==> config.mk <==
export PLATFORM = sky130hd
export DESIGN_NAME = pec_row_sched
export DESIGN_NICKNAME = d
export VERILOG_FILES = /design/src/rtl/pec_row_sched_pkg.sv /design/src/rtl/pec_row_sched_cnt.sv /design/src/rtl/pec_row_sched.sv
export SDC_FILE = /design/constraint.sdc
export NUM_CORES = 1
export LEC_CHECK = 0
export ABC_AREA = 1
export CORE_ASPECT_RATIO = 2
export CORE_MARGIN = 5
export CORE_UTILIZATION = 51
export CTS_CLUSTER_SIZE = 8
export DETAILED_ROUTE_END_ITERATION = 8
export PLACE_DENSITY_LB_ADDON = 0.1
export SYNTH_ARGS = -nofsm -noshare
export SYNTH_HDL_FRONTEND = slang
export SYNTH_SLANG_ARGS = --single-unit
==> constraint.sdc <==
create_clock -name clk -period 1.3 [get_ports clk]
set_input_delay 0.26 -clock clk [delete_from_list [all_inputs] [get_ports clk]]
set_output_delay 0.26 -clock clk [all_outputs]
set_load 0.01 [all_outputs]
==> src/rtl/pec_row_sched_pkg.sv <==
// Shared definitions for the PEC row/block/frame sequencer: default sizes and FSM states.
package pec_row_sched_pkg;

  localparam int unsigned ACT_CNT_W_DEF = 8;
  localparam int unsigned ROW_CNT_W_DEF = 6;
  localparam int unsigned BLK_CNT_W_DEF = 8;
  localparam int unsigned DRAIN_CYC_DEF = 12;

  typedef enum logic [2:0] {
    ST_IDLE,
    ST_STAROW,
    ST_FEED,
    ST_DRAIN,
    ST_FNHROW,
    ST_FNHBLK,
    ST_FNHFRM
  } state_e;

endpackage

==> src/rtl/pec_row_sched_cnt.sv <==
// Loadable terminal-count counter: load latches the count (0 treated as 1), last_o flags the final value.
module pec_row_sched_cnt #(
  parameter int unsigned W = 8
) (
  input  logic         clk,
  input  logic         rst_n,
  input  logic         load_i,
  input  logic [W-1:0] num_i,
  input  logic         clr_i,
  input  logic         inc_i,
  output logic         last_o
);

  logic [W-1:0] term_q;
  logic [W-1:0] cnt_q;

  always_ff @(posedge clk or negedge rst_n) begin
    if (!rst_n) begin
      term_q <= '0;
      cnt_q  <= '0;
    end else if (load_i) begin
      // Terminal value is stored as N-1 so a zero config collapses to a single step.
      term_q <= (num_i == '0) ? '0 : num_i - W'(1);
      cnt_q  <= '0;
    end else if (clr_i) begin
      cnt_q <= '0;
    end else if (inc_i) begin
      cnt_q <= last_o ? '0 : cnt_q + W'(1);
    end
  end

  assign last_o = (cnt_q == term_q);

endmodule

==> src/rtl/pec_row_sched.sv <==
// PEC chain sequencer: rows -> blocks -> frame, with Rdy/Get activation metering.
// Optional perf counters (StallCyc, FrmCyc) are built when PEC_ROW_SCHED_PERF_EN is defined.
module pec_row_sched
  import pec_row_sched_pkg::*;
#(
  parameter int unsigned ACT_CNT_W = ACT_CNT_W_DEF,
  parameter int unsigned ROW_CNT_W = ROW_CNT_W_DEF,
  parameter int unsigned BLK_CNT_W = BLK_CNT_W_DEF,
  parameter int unsigned DRAIN_CYC = DRAIN_CYC_DEF
) (
  input  logic                 clk,
  input  logic                 rst_n,
  input  logic                 TOPPEB_Start,
  input  logic [ACT_CNT_W-1:0] TOPPEB_NumAct,
  input  logic [ROW_CNT_W-1:0] TOPPEB_NumRow,
  input  logic [BLK_CNT_W-1:0] TOPPEB_NumBlk,
  input  logic                 ACTPEB_Vld,
  output logic                 PEBACT_Pop,
  output logic                 PEBPEC_RdyAct,
  input  logic                 PECPEB_GetAct,
  output logic                 PEBPEC_StaRow,
  output logic                 PEBPEC_FnhRow,
  output logic                 PEBPEC_FnhBlk,
  output logic                 PEBPEC_FnhFrm,
  output logic                 PEBTOP_Busy,
  output logic                 PEBTOP_Err
`ifdef PEC_ROW_SCHED_PERF_EN
  ,
  output logic [31:0]          PEBTOP_StallCyc,
  output logic [31:0]          PEBTOP_FrmCyc
`endif
);

  localparam int unsigned DRN_W = (DRAIN_CYC > 1) ? $clog2(DRAIN_CYC) : 1;

  state_e           state_q;
  logic [DRN_W-1:0] drain_q;
  logic             err_q;
  logic             start_acc;
  logic             feed;
  logic             get_ok;
  logic             get_bad;
  logic             act_last;
  logic             row_last;
  logic             blk_last;

  assign start_acc     = TOPPEB_Start && (state_q == ST_IDLE);
  assign feed          = (state_q == ST_FEED);
  assign PEBPEC_RdyAct = feed && ACTPEB_Vld;
  assign get_ok        = PECPEB_GetAct && PEBPEC_RdyAct;
  assign get_bad       = PECPEB_GetAct && !PEBPEC_RdyAct;
  assign PEBACT_Pop    = get_ok;

  assign PEBPEC_StaRow = (state_q == ST_STAROW);
  assign PEBPEC_FnhRow = (state_q == ST_FNHROW);
  assign PEBPEC_FnhBlk = (state_q == ST_FNHBLK);
  assign PEBPEC_FnhFrm = (state_q == ST_FNHFRM);
  assign PEBTOP_Busy   = (state_q != ST_IDLE);
  assign PEBTOP_Err    = err_q;

  pec_row_sched_cnt #(.W(ACT_CNT_W)) u_act_cnt (
    .clk(clk), .rst_n(rst_n), .load_i(start_acc), .num_i(TOPPEB_NumAct),
    .clr_i(state_q == ST_STAROW), .inc_i(get_ok), .last_o(act_last)
  );

  pec_row_sched_cnt #(.W(ROW_CNT_W)) u_row_cnt (
    .clk(clk), .rst_n(rst_n), .load_i(start_acc), .num_i(TOPPEB_NumRow),
    .clr_i(1'b0), .inc_i(state_q == ST_FNHROW), .last_o(row_last)
  );

  pec_row_sched_cnt #(.W(BLK_CNT_W)) u_blk_cnt (
    .clk(clk), .rst_n(rst_n), .load_i(start_acc), .num_i(TOPPEB_NumBlk),
    .clr_i(1'b0), .inc_i(state_q == ST_FNHBLK), .last_o(blk_last)
  );

  always_ff @(posedge clk or negedge rst_n) begin
    if (!rst_n) begin
      state_q <= ST_IDLE;
      drain_q <= '0;
      err_q   <= 1'b0;
    end else begin
      err_q <= (start_acc ? 1'b0 : err_q) | get_bad;
      case (state_q)
        ST_IDLE:   if (start_acc) state_q <= ST_STAROW;
        ST_STAROW: state_q <= ST_FEED;
        ST_FEED: begin
          if (get_ok && act_last) begin
            state_q <= ST_DRAIN;
            drain_q <= DRN_W'(DRAIN_CYC - 1);
          end
        end
        ST_DRAIN: begin
          if (drain_q == '0) state_q <= ST_FNHROW;
          else               drain_q <= drain_q - DRN_W'(1);
        end
        ST_FNHROW: state_q <= row_last ? ST_FNHBLK : ST_STAROW;
        ST_FNHBLK: state_q <= blk_last ? ST_FNHFRM : ST_STAROW;
        ST_FNHFRM: state_q <= ST_IDLE;
        default:   state_q <= ST_IDLE;
      endcase
    end
  end

`ifdef PEC_ROW_SCHED_PERF_EN
  logic [31:0] stall_q;
  logic [31:0] frm_q;

  // The accept cycle itself counts toward FrmCyc, hence the load value of 1.
  always_ff @(posedge clk or negedge rst_n) begin
    if (!rst_n) begin
      stall_q <= '0;
      frm_q   <= '0;
    end else if (start_acc) begin
      stall_q <= '0;
      frm_q   <= 32'd1;
    end else begin
      if (feed && !ACTPEB_Vld && (stall_q != '1)) stall_q <= stall_q + 32'd1;
      if ((state_q != ST_IDLE) && (frm_q != '1)) frm_q <= frm_q + 32'd1;
    end
  end

  assign PEBTOP_StallCyc = stall_q;
  assign PEBTOP_FrmCyc   = frm_q;
`endif

endmodule

# Word level (Yosys, flattened, before mapping)
# Index checks and enable logic that the tools add are counted.
[op_classes] n_bitwise=1 reduce_logical=18 n_addsub=7 n_eq_ne=13 muxes=23
[ops] op="8-bit two-way mux" n=9
[ops] op="6-bit two-way mux" n=4
[ops] op="3-bit case mux with 6 select lines" n=1
[ops] op="8-bit by 1-bit adder with 8-bit output, second input constant" n=2
[ops] op="8-bit equality test" n=2
[ops] op="8-bit logical NOT" n=2
[ops] op="8-bit by 1-bit subtractor with 8-bit output, second input constant" n=2
[ops] op="3-bit two-way mux" n=5
[ops] op="3-bit equality test, second input constant" n=3
[ops] op="4-bit two-way mux" n=2
[ops] op="4-bit case mux with 2 select lines" n=1
[ops] op="6-bit by 1-bit adder with 6-bit output, second input constant" n=1
[ops] op="3-bit by 2-bit equality test with 1-bit output, second input constant" n=2
[ops] op="6-bit equality test" n=1
[ops] op="6-bit logical NOT" n=1
[ops] op="2-bit != test, second input constant" n=3
[ops] op="3-bit AND reduction" n=2
[ops] op="2-bit nonzero test" n=3
[ops] op="3-bit nonzero test" n=2
[ops] op="6-bit by 1-bit subtractor with 6-bit output, second input constant" n=1
[ops] op="1-bit logical AND" n=5
[ops] op="4-bit logical NOT" n=1
[ops] op="4-bit by 1-bit subtractor with 4-bit output, second input constant" n=1
[ops] op="3-bit by 1-bit equality test with 1-bit output, second input constant" n=1
[ops] op="other kinds (5)" n=5
[word_totals] output_inout_bits=8 ff_bits=52 inputBits=27

# Longest topological paths before layout
# Gate-level depths: netlist of run 1.
[logic_depth] ltp_word=6 ltp_mapped=10 depth_no_buf=10

# By module
# A second synthesis of run 1 with hierarchy kept.
[hier_totals] hier_cells=468 area_unflattened_um2=3384.5
[modules_own_cells] mod="pec_row_sched_cnt at u_act_cnt ..." n_inst=2 seq_area_each_um2=400.4 cells_per_inst=142 area_per_inst_um2=1007.2
[modules_own_cells] mod="pec_row_sched_cnt at u_row_cnt" n_inst=1 seq_area_each_um2=300.3 cells_per_inst=104 area_per_inst_um2=800.8
[modules_own_cells] mod="pec_row_sched" n_inst=1 seq_area_each_um2=200.2 cells_per_inst=80 area_per_inst_um2=569.3

# Worst setup path after synthesis of run 1
# OpenSTA, ideal clock, no wires.
[synth_path] path_type="register to register" start="register state_q[2]" end="register drain_q[2]" path_stages_with_launch=11 t_arrival_ns=1.335 n_path_buf=0 setup_ns=0.117 path_slack_ns=-0.151 required_time_ns=1.183 cell_sequence="dfrtp_1 inv_2 nand3_2 nor2_2 nand2_2 inv_2 nand3_2 nand2_2 nand2_2 nand2_1 nand2_1"
[synth_via] elab_chain_len=6
[synth_rtl] element="start: declaration" line_no="pec_row_sched.sv:36" rtl="state_e state_q;"
[synth_rtl] element="start signal: assignment" line_no="pec_row_sched.sv:96" rtl="ST_FNHROW: state_q <= row_last ? ST_FNHBLK : ST_STAROW;"
[synth_rtl] element="start signal: assignment" line_no="pec_row_sched.sv:97" rtl="ST_FNHBLK: state_q <= blk_last ? ST_FNHFRM : ST_STAROW;"
[synth_rtl] element="3-bit by 2-bit equality test with 1-bit output" line_no="pec_row_sched.sv:48" rtl="assign feed = (state_q == ST_FEED);"
[synth_rtl] element="1-bit logical AND" line_no="pec_row_sched.sv:49" rtl="assign PEBPEC_RdyAct = feed && ACTPEB_Vld;"
[synth_rtl] element="via PEBPEC_RdyAct" line_no="pec_row_sched.sv:19" rtl="output logic PEBPEC_RdyAct,"
[synth_rtl] element="1-bit logical AND" line_no="pec_row_sched.sv:50" rtl="assign get_ok = PECPEB_GetAct && PEBPEC_RdyAct;"
[synth_rtl] element="via PEBACT_Pop" line_no="pec_row_sched.sv:18" rtl="output logic PEBACT_Pop,"
[synth_rtl] element="1-bit logical AND" line_no="pec_row_sched.sv:87" rtl="if (get_ok && act_last) begin"
[synth_rtl] element="2-bit by 1-bit != test with 1-bit output (no source line)"
[synth_rtl] element="3-bit AND reduction (no source line)"
[synth_rtl] element="end signal: assignment" line_no="pec_row_sched.sv:89" rtl="drain_q <= DRN_W'(DRAIN_CYC - 1);"
[synth_rtl] element="end signal: assignment" line_no="pec_row_sched.sv:94" rtl="else drain_q <= drain_q - DRN_W'(1);"
[synth_rtl] element="end: declaration" line_no="pec_row_sched.sv:37" rtl="logic [DRN_W-1:0] drain_q;"
# The timed path passes the listed nets, and every way through them passes these cells.
# A chain may end at the register's enable or synchronous reset.

# Worst setup path in the final report of run 1
[layout_path] start="register state_q[0]" end="output PEBACT_Pop"
[layout_via] elab_chain_len=3
[layout_rtl] element="3-bit by 2-bit equality test with 1-bit output" line_no="pec_row_sched.sv:48"
[layout_rtl] element="1-bit logical AND" line_no="pec_row_sched.sv:49"
[layout_rtl] element="1-bit logical AND" line_no="pec_row_sched.sv:50"
[layout_rtl] element="end: declaration" line_no="pec_row_sched.sv:18"
# Every way passes these cells.

==> results of run 1 <==
[power groups by stage]
| stage | registers, mW | logic, mW | clock network [mW] |
|---|---|---|---|
| 6_report | 2.73 | 5.67 | 1.33 |
| 5_1_grt | 2.79 | 6.13 | 1.42 |
| 4_1_cts | 2.69 | 5.12 | 1.35 |
| 3_5_place_dp | 2.71 | 4.10 | 0 |
| 3_3_place_gp | 2.69 | 3.91 | 0 |
| 2_1_floorplan | 2.63 | 2.23 | 0 |
[sequential cells by signal (all words and copies together) (netlist names)]
register,cells
u_row_cnt.cnt_q,6
drain_q,4
PEBTOP_Err,1
u_act_cnt.term_q,8
state_q,3
u_blk_cnt.term_q,8
u_act_cnt.cnt_q,8
u_row_cnt.term_q,6
u_blk_cnt.cnt_q,8
[logic make-up after synthesis]
group,Yosys count
AOI/OAI and AO/OA,51
xor gates and xnor gates,42
adders and majority gates,10
buffers and inverters,54
DFF,52
and+or+nand+nor,178
[layout by cell type, fill, tap and decap left out, drive strengths merged, types with 8 or more instances in the layout]
cell type | synthesis | final
dfrtp | 52 | 52
nor3 | 12 | 12
nand2 | 97 | 97
xnor2 | 18 | 18
inv | 52 | 52
xor2 | 24 | 24
clkbuf | 1 | 8
clkdlybuf4s50 | 0 | 25
buf | 1 | 107
ha | 10 | 10
nand3 | 26 | 26
nor2 | 36 | 36
o22ai | 16 | 16
o21ai | 26 | 26
[how the worst max path moves through the flow]
| stage | startpoint | to | slack (ps) |
|---|---|---|---|
| after global placement | ACTPEB_Vld | PEBACT_Pop | -530 |
| after floorplan | state_q[1]$_DFFE_PN0P_ | u_act_cnt.cnt_q[6]$_DFFE_PN0P_ | -130 |
| final | state_q[0]$_DFFE_PN0P_ | PEBACT_Pop | -260 |
| after global routing | state_q[0]$_DFFE_PN0P_ | PEBACT_Pop | -310 |
| after CTS | state_q[0]$_DFFE_PN0P_ | PEBACT_Pop | -220 |
| after detailed placement | TOPPEB_NumRow[0] | u_row_cnt.term_q[5]$_DFFE_PN0P_ | -550 |
[repair_timing]
action,in CTS,in global routing
setup buffers,12,8
gates resized for setup,121,31
endpoints found under the setup margin,60,59
hold endpoints to repair,52,0
hold buffers,1,0
pin swaps,10,20
[layout make-up]
cell class                      count  area share
Multi-Input combinational cell    281       0.395
Tap cell                           63      0.0165
Timing Repair Buffer              134       0.243
Clock buffer                        8      0.0307
Inverter                           52      0.0424
Sequential cell                    52       0.273
[per-stage QoR]
| step | setup slack [ps] | std cells |
|---|---|---|
| after floorplan | -134 | 387 |
| after global placement | -531 | 562 |
| after detailed placement | -547 | 562 |
| after CTS | -221 | 583 |
| after global routing | -314 | 590 |
| final | -258 | 590 |
[worst register-to-register path, delay by kind of cell (launching register included)]
| family | cells | cell delay, ps |
|---|---|---|
| DFF | 1 | 430 |
| AOI/OAI and AO/OA | 1 | 60 |
| buffers and inverters | 5 | 550 |
| and+or+nand+nor | 3 | 380 |
[layer usage]
metal  GRT usage  vias up  routed length [microns]
met5           0        -                        0
li1            -     1526                        -
met2       0.411       80                     4700
met1       0.255     1500                     3470
met3      0.0365       22                      335
met4      0.0927        0                      269
==> results.ini, run 1 <==
[outcome]
status = finished, violations left
violations = negative setup slack

[setup_path]
slowest_delay_ps = 420
crit_type = reg -> out
cp_data_required_time_ps = 1040
critPathMaxFanout = 5
cp_cell_sequence = inv_4 > nand3_4 > nor2_4 > nand2_2 > inv_2 > buf_6
crit_family = flip-flops
r2r_slack_ps = -230
r2r_end = u_blk_cnt.term_q[3]$_DFFE_PN0P_
arrival_ps = 1300
worst_r2r_path_depth = 9
cp_slowest_cell = dfrtp_1
worstSetupStartpointType = flop
cp.depth = 6
timing.rr.start = state_q[1]$_DFFE_PN0P_
crit_buf_inv = 3
end_kind = output port

[job]
drv_cap = 0

[route]
first_pass_iters = 4
drt_wl_total_microns = 8770
ant_nets = 0
routedWlPerCell_microns = 14.9
drcViolationCount = 0
routed_via_density = 5.30
vias = 3128
drtIter0Drc = 180

[cells_and_area]
nNetsFinal = 563
drive_gt1_frac = 0.353
fillerInstances = 370
diodes = 0
multiInputGateArea_sq_mm = 0.00189
regArea_sq_mm = 0.00130
syn_to_final_growth_pct = 56.2
final_cell_area_sq_mm = 0.00478
final_util = 0.809

[power]
intPower_mw = 5.79
pwr-share-seq = 0.281
ir_drop_v = 0.00137
p_comb_frac = 0.582
powerDensity_mw_per_mm2 = 2040
swShare = 0.405
p_switching_mw = 3.95
clkPwrFrac = 0.137
totalPowerFinal_mw = 9.74
leakagePower_nw = 2.27

[logic_synthesis]
ys_seq_elements = 52
yosys.area_share.simple = 0.254
async_reset_ff_frac = 1.00
muxShareOfSynthArea = 0
synth_warnings = 0
synthTopCellsByArea = dfrtp_1, nand2_1, xor2_1
synth_ff_type = dfrtp_1
synthTopCellsByCount = nand2_1, dfrtp_1, inv_1, nor2_1, o21ai_0
synth.distinct_cells = 28
synth_adder_area_share = 0.0409
syn_nets = 424
synth_seq_area_share = 0.426
synthMostInstantiatedCell = nand2_1
synthCells = 387
synth_compound_area_frac = 0.0929
synth_top_area_cell = dfrtp_1
synth_top_area_frac = 0.426
synth_top_family_by_area = simple AND/OR/NAND/NOR gates
synthXorXnorAreaFrac = 0.120
synth_enable_flop_cells = 0
synth_area_per_cell_sq_um = 7.90
netlist_area_sq_mm = 0.00306

[timing]
finalSetupTns_ps = -10100
holdWs_ps = 489
worst_pin_slew_ps = 357
relSlewSlack = 0.760
hold_viol_final = 0
final.min_clock_period_ps = 1560
setup_viol = 59
fin_skew_ps = 2.55
period_share = 1.20
fmax_mhz = 642
rsz0062_at_grt = yes
slew_viol_final = 0
timing.final.ws_setup_ps = -258

[floorplan]
die_x_microns = 64.8
dieHeight_microns = 120
ios = 35
initial_core_util = 0.518
row_count = 40
core_area_sq_mm = 0.00591
die-area_sq_mm = 0.00774

[clock_network]
cts.sinks = 52
cts_made_buffers = 5
clkSlewWorstSetupHoldPaths_ps = 60
ctsRootBufferMaster = clkbuf_16
cts_tree = done
cts_max_path_buffers = 2
htreeDepth = 2
clk_latency_ps = 290

[global_route]
antenna_found_initial = 0
gr-total-overflow = 0
grt_pass1_wl_microns = 13900
grt_pass1_vias = 3208
grt_usage = 0.226
grt_max_degree = 53

[worst_hold_path]
worstHoldPathType = in -> async

[placement]
hpwlAfterDp_microns = 5870
place_area_sq_mm = 0.00410
globalplace.congestion = 0.804
port_buffers = 34

Note: power is estimated with default switching activity, not from simulation.
==> run 2: changes to the inputs <==
--- a/config.mk
+++ b/config.mk
@@ -7,7 +7,7 @@
 export LEC_CHECK = 0
 export ABC_AREA = 1
 export CORE_ASPECT_RATIO = 2
-export CORE_MARGIN = 5
+export CORE_MARGIN = 2
 export CORE_UTILIZATION = 51
 export CTS_CLUSTER_SIZE = 8
 export DETAILED_ROUTE_END_ITERATION = 8
==> run 2 against run 1 <==
  * The run ends with design-rule violations, negative setup slack left
  * Routed wire length rose by 42%
  * Die area decreased by 14%
  * Final area increased by 9.4%
  * Sequential cell count unchanged
  * Count of clock-buffer cells in the layout down 2
  * Global-route usage increased by 8.4 points
  * Clock skew is 15 ps higher
  * Critical path depth is 3 higher
  * Non-clock buffer count rose by 8
  * Utilization rose by 9.9 points
  * Via count grew 11%
  * Final cell count is 1.0% higher
  * Largest power group unchanged
==> results.ini, run 2 (synthesis gave the netlist of run 1 again) <==
[route]
drcViolationCount = 3  ; +3
routedWlPerCell_microns = 21.0  ; +41%
vias = 3473  ; +11%
ant_nets = 0  ; unchanged
routed_via_density = 5.83  ; +9.9%
drtIter0Drc = 324  ; +80%
first_pass_iters = 7  ; +3
drt_wl_total_microns = 12500  ; +42%

[cells_and_area]
nNetsFinal = 571  ; +1.4%
fillerInstances = 241  ; -35%
diodes = 0  ; unchanged
final_common_cell = buf_4
fin_cells = 596  ; +1.0%
final_util = 0.907  ; +0.0985
syn_to_final_growth_pct = 70.8
layout_common_cells = buf_4, nand2_1, dfrtp_1
drive_gt1_frac = 0.430  ; +0.0770

[global_route]
grt_usage = 0.310  ; +0.0838
met3_usage = 0.0397  ; +0.00317
grt_max_degree = 53  ; unchanged
gr-usage-met1 = 0.288  ; +0.0325
antenna_found_initial = 0  ; unchanged
top_usage_layer = met2
gr-total-overflow = 0  ; unchanged
grt_pass1_wl_microns = 15600  ; +12%
grt_pass1_vias = 3496  ; +9.0%
use_met2 = 0.607  ; +0.196

[setup_path]
cp_data_required_time_ps = 1550  ; +510 ps
worstSetupStartpointType = flop
crit_type = reg -> reg
slowest_delay_ps = 390  ; -30 ps
cp_cell_sequence = inv_2 > buf_6 > buf_6 > nor3_4 > buf_4 > nand2_4 > a21oi_2 > nand2_2 > nand2_1
crit_family = buffers and inverters
timing.rr.start = state_q[2]$_DFFE_PN0P_
arrival_ps = 2050  ; +750 ps
critPathMaxFanout = 4  ; -1
crit_buf_inv = 4  ; +1
end_kind = flop
cp_slowest_cell = dfrtp_1
crit_top_cell = buf_6
startpoint = state_q[2]$_DFFE_PN0P_

[timing]
hold_viol_final = 0  ; unchanged
relSlewSlack = 0.729  ; -0.0312
timing.final.ws_setup_ps = -504  ; -246 ps
period_share = 1.39  ; +0.189
final.min_clock_period_ps = 1800  ; +246 ps
setup_viol = 59  ; unchanged
worst_pin_slew_ps = 403  ; +46.5 ps
fin_skew_ps = 17.1  ; +14.5 ps
slew_viol_final = 0  ; unchanged
rsz0062_at_grt = yes
fmax_mhz = 554  ; -14%

[clock_network]
cts_tree = done
cts_made_buffers = 5  ; unchanged
ctsRootBufferMaster = clkbuf_16
clk_latency_ps = 310  ; +20 ps
htreeDepth = 2  ; unchanged
cts_max_path_buffers = 2  ; unchanged
cts.sinks = 52  ; unchanged
clkSlewWorstSetupHoldPaths_ps = 80  ; +20 ps

[floorplan]
die-area_sq_mm = 0.00667  ; -14%
initial_core_util = 0.531  ; +0.0133
ios = 35  ; unchanged
dieHeight_microns = 114  ; -5.0%
row_count = 39  ; -2.5%
die_x_microns = 58.8  ; -9.3%
core_area_sq_mm = 0.00576  ; -2.5%

[placement]
dpl.cell_count = 565  ; +0.53%
port_buffers = 34  ; unchanged
globalplace.congestion = 0.825  ; +2.6%
hpwlAfterDp_microns = 5590  ; -4.8%

[power]
leakagePower_nw = 2.42  ; +6.5%
totalPowerFinal_mw = 11.5  ; +18%
ir_drop_v = 0.00162  ; +18%
powerDensity_mw_per_mm2 = 2200  ; +7.9%

[worst_hold_path]
worstHoldPathType = in -> async

[outcome]
violations = design-rule violations, negative setup slack
status = finished, violations left

[job]
drv_cap = 0  ; unchanged

-- run 2: cell count changes in the layout (fill, tap and decap cells not counted), moves of 6 or more --
cell	change
buf_4	-6
o21ai_2	+8
nand2_1	-9
o21ai_1	-7
buf_6	+7
-- run 2: through the flow --
| step | TNS [ps] | area (sq um) | hold slack, ps | setup slack (ps) |
|---|---|---|---|---|
| 2_1_floorplan | -5040 | 3070 | -35.6 | -134 |
| 3_3_place_gp | -18050 | 4130 | 276 | -516 |
| 3_5_place_dp | -19500 | 4130 | 275 | -551 |
| 4_1_cts | -9030 | 4840 | 492 | -243 |
| 5_1_grt | -20360 | 5220 | 516 | -502 |
| 6_report | -17690 | 5220 | 490 | -504 |
-- run 2: what timing repair did --
item | 4_1_cts | 5_1_grt
endpoints found under the setup margin | 60 | 59
resized for setup | 148 | 82
endpoints found under the hold margin | 52 | 0
pin swaps | 17 | 25
gates cloned | 1 | 0
buffers inserted | 14 | 10
hold buffers | 1 | 0
-- run 2: where the power goes --
group | internal (mW) | leakage (nW) | switching, mW
Combinational | 3.27 | 1.67 | 3.76
Clock | 0.967 | 0.0871 | 0.664
Sequential | 2.23 | 0.664 | 0.610
Total | 6.46 | 2.42 | 5.03
-- run 2: path summary, 6_finish.rpt --
path                                                        end  slack, ps  cells past startpoint
max in group asynchronous        u_act_cnt.cnt_q[1]$_DFFE_PN0P_        530                      3
worst max-delay path                     state_q[0]$_DFFE_PN0P_       -500                      9
worst min register to register  u_act_cnt.term_q[2]$_DFFE_PN0P_        520                      2
worst min-delay path            u_row_cnt.term_q[0]$_DFFE_PN0P_        490                      3
min in group clk                u_act_cnt.term_q[2]$_DFFE_PN0P_        520                      2
worst max register to register           state_q[0]$_DFFE_PN0P_       -500                      9
-- run 2: final cells by class --
cell class                 instances  area, sq um  share of cell area
multi-input combinational        281         2120               0.406
tap                               61         76.3              0.0146
timing repair buffer             142         1320               0.253
clock inverter                     2         38.8             0.00743
inverter                          52          220              0.0422
sequential                        52         1310               0.250
clock buffer                       6          139              0.0266
-- run 2: worst min-delay path, delay by kind of cell --
kind	cells	cell delay (ps)
buffers and inverters	3	920
-- run 2: layer usage --
metal,routed length [microns],vias up,part of all wire
met1,4040,1695,0.32
met4,752,0,0.060
li1,-,1540,-
met2,7040,175,0.56
met3,663,63,0.053
met5,0,-,0
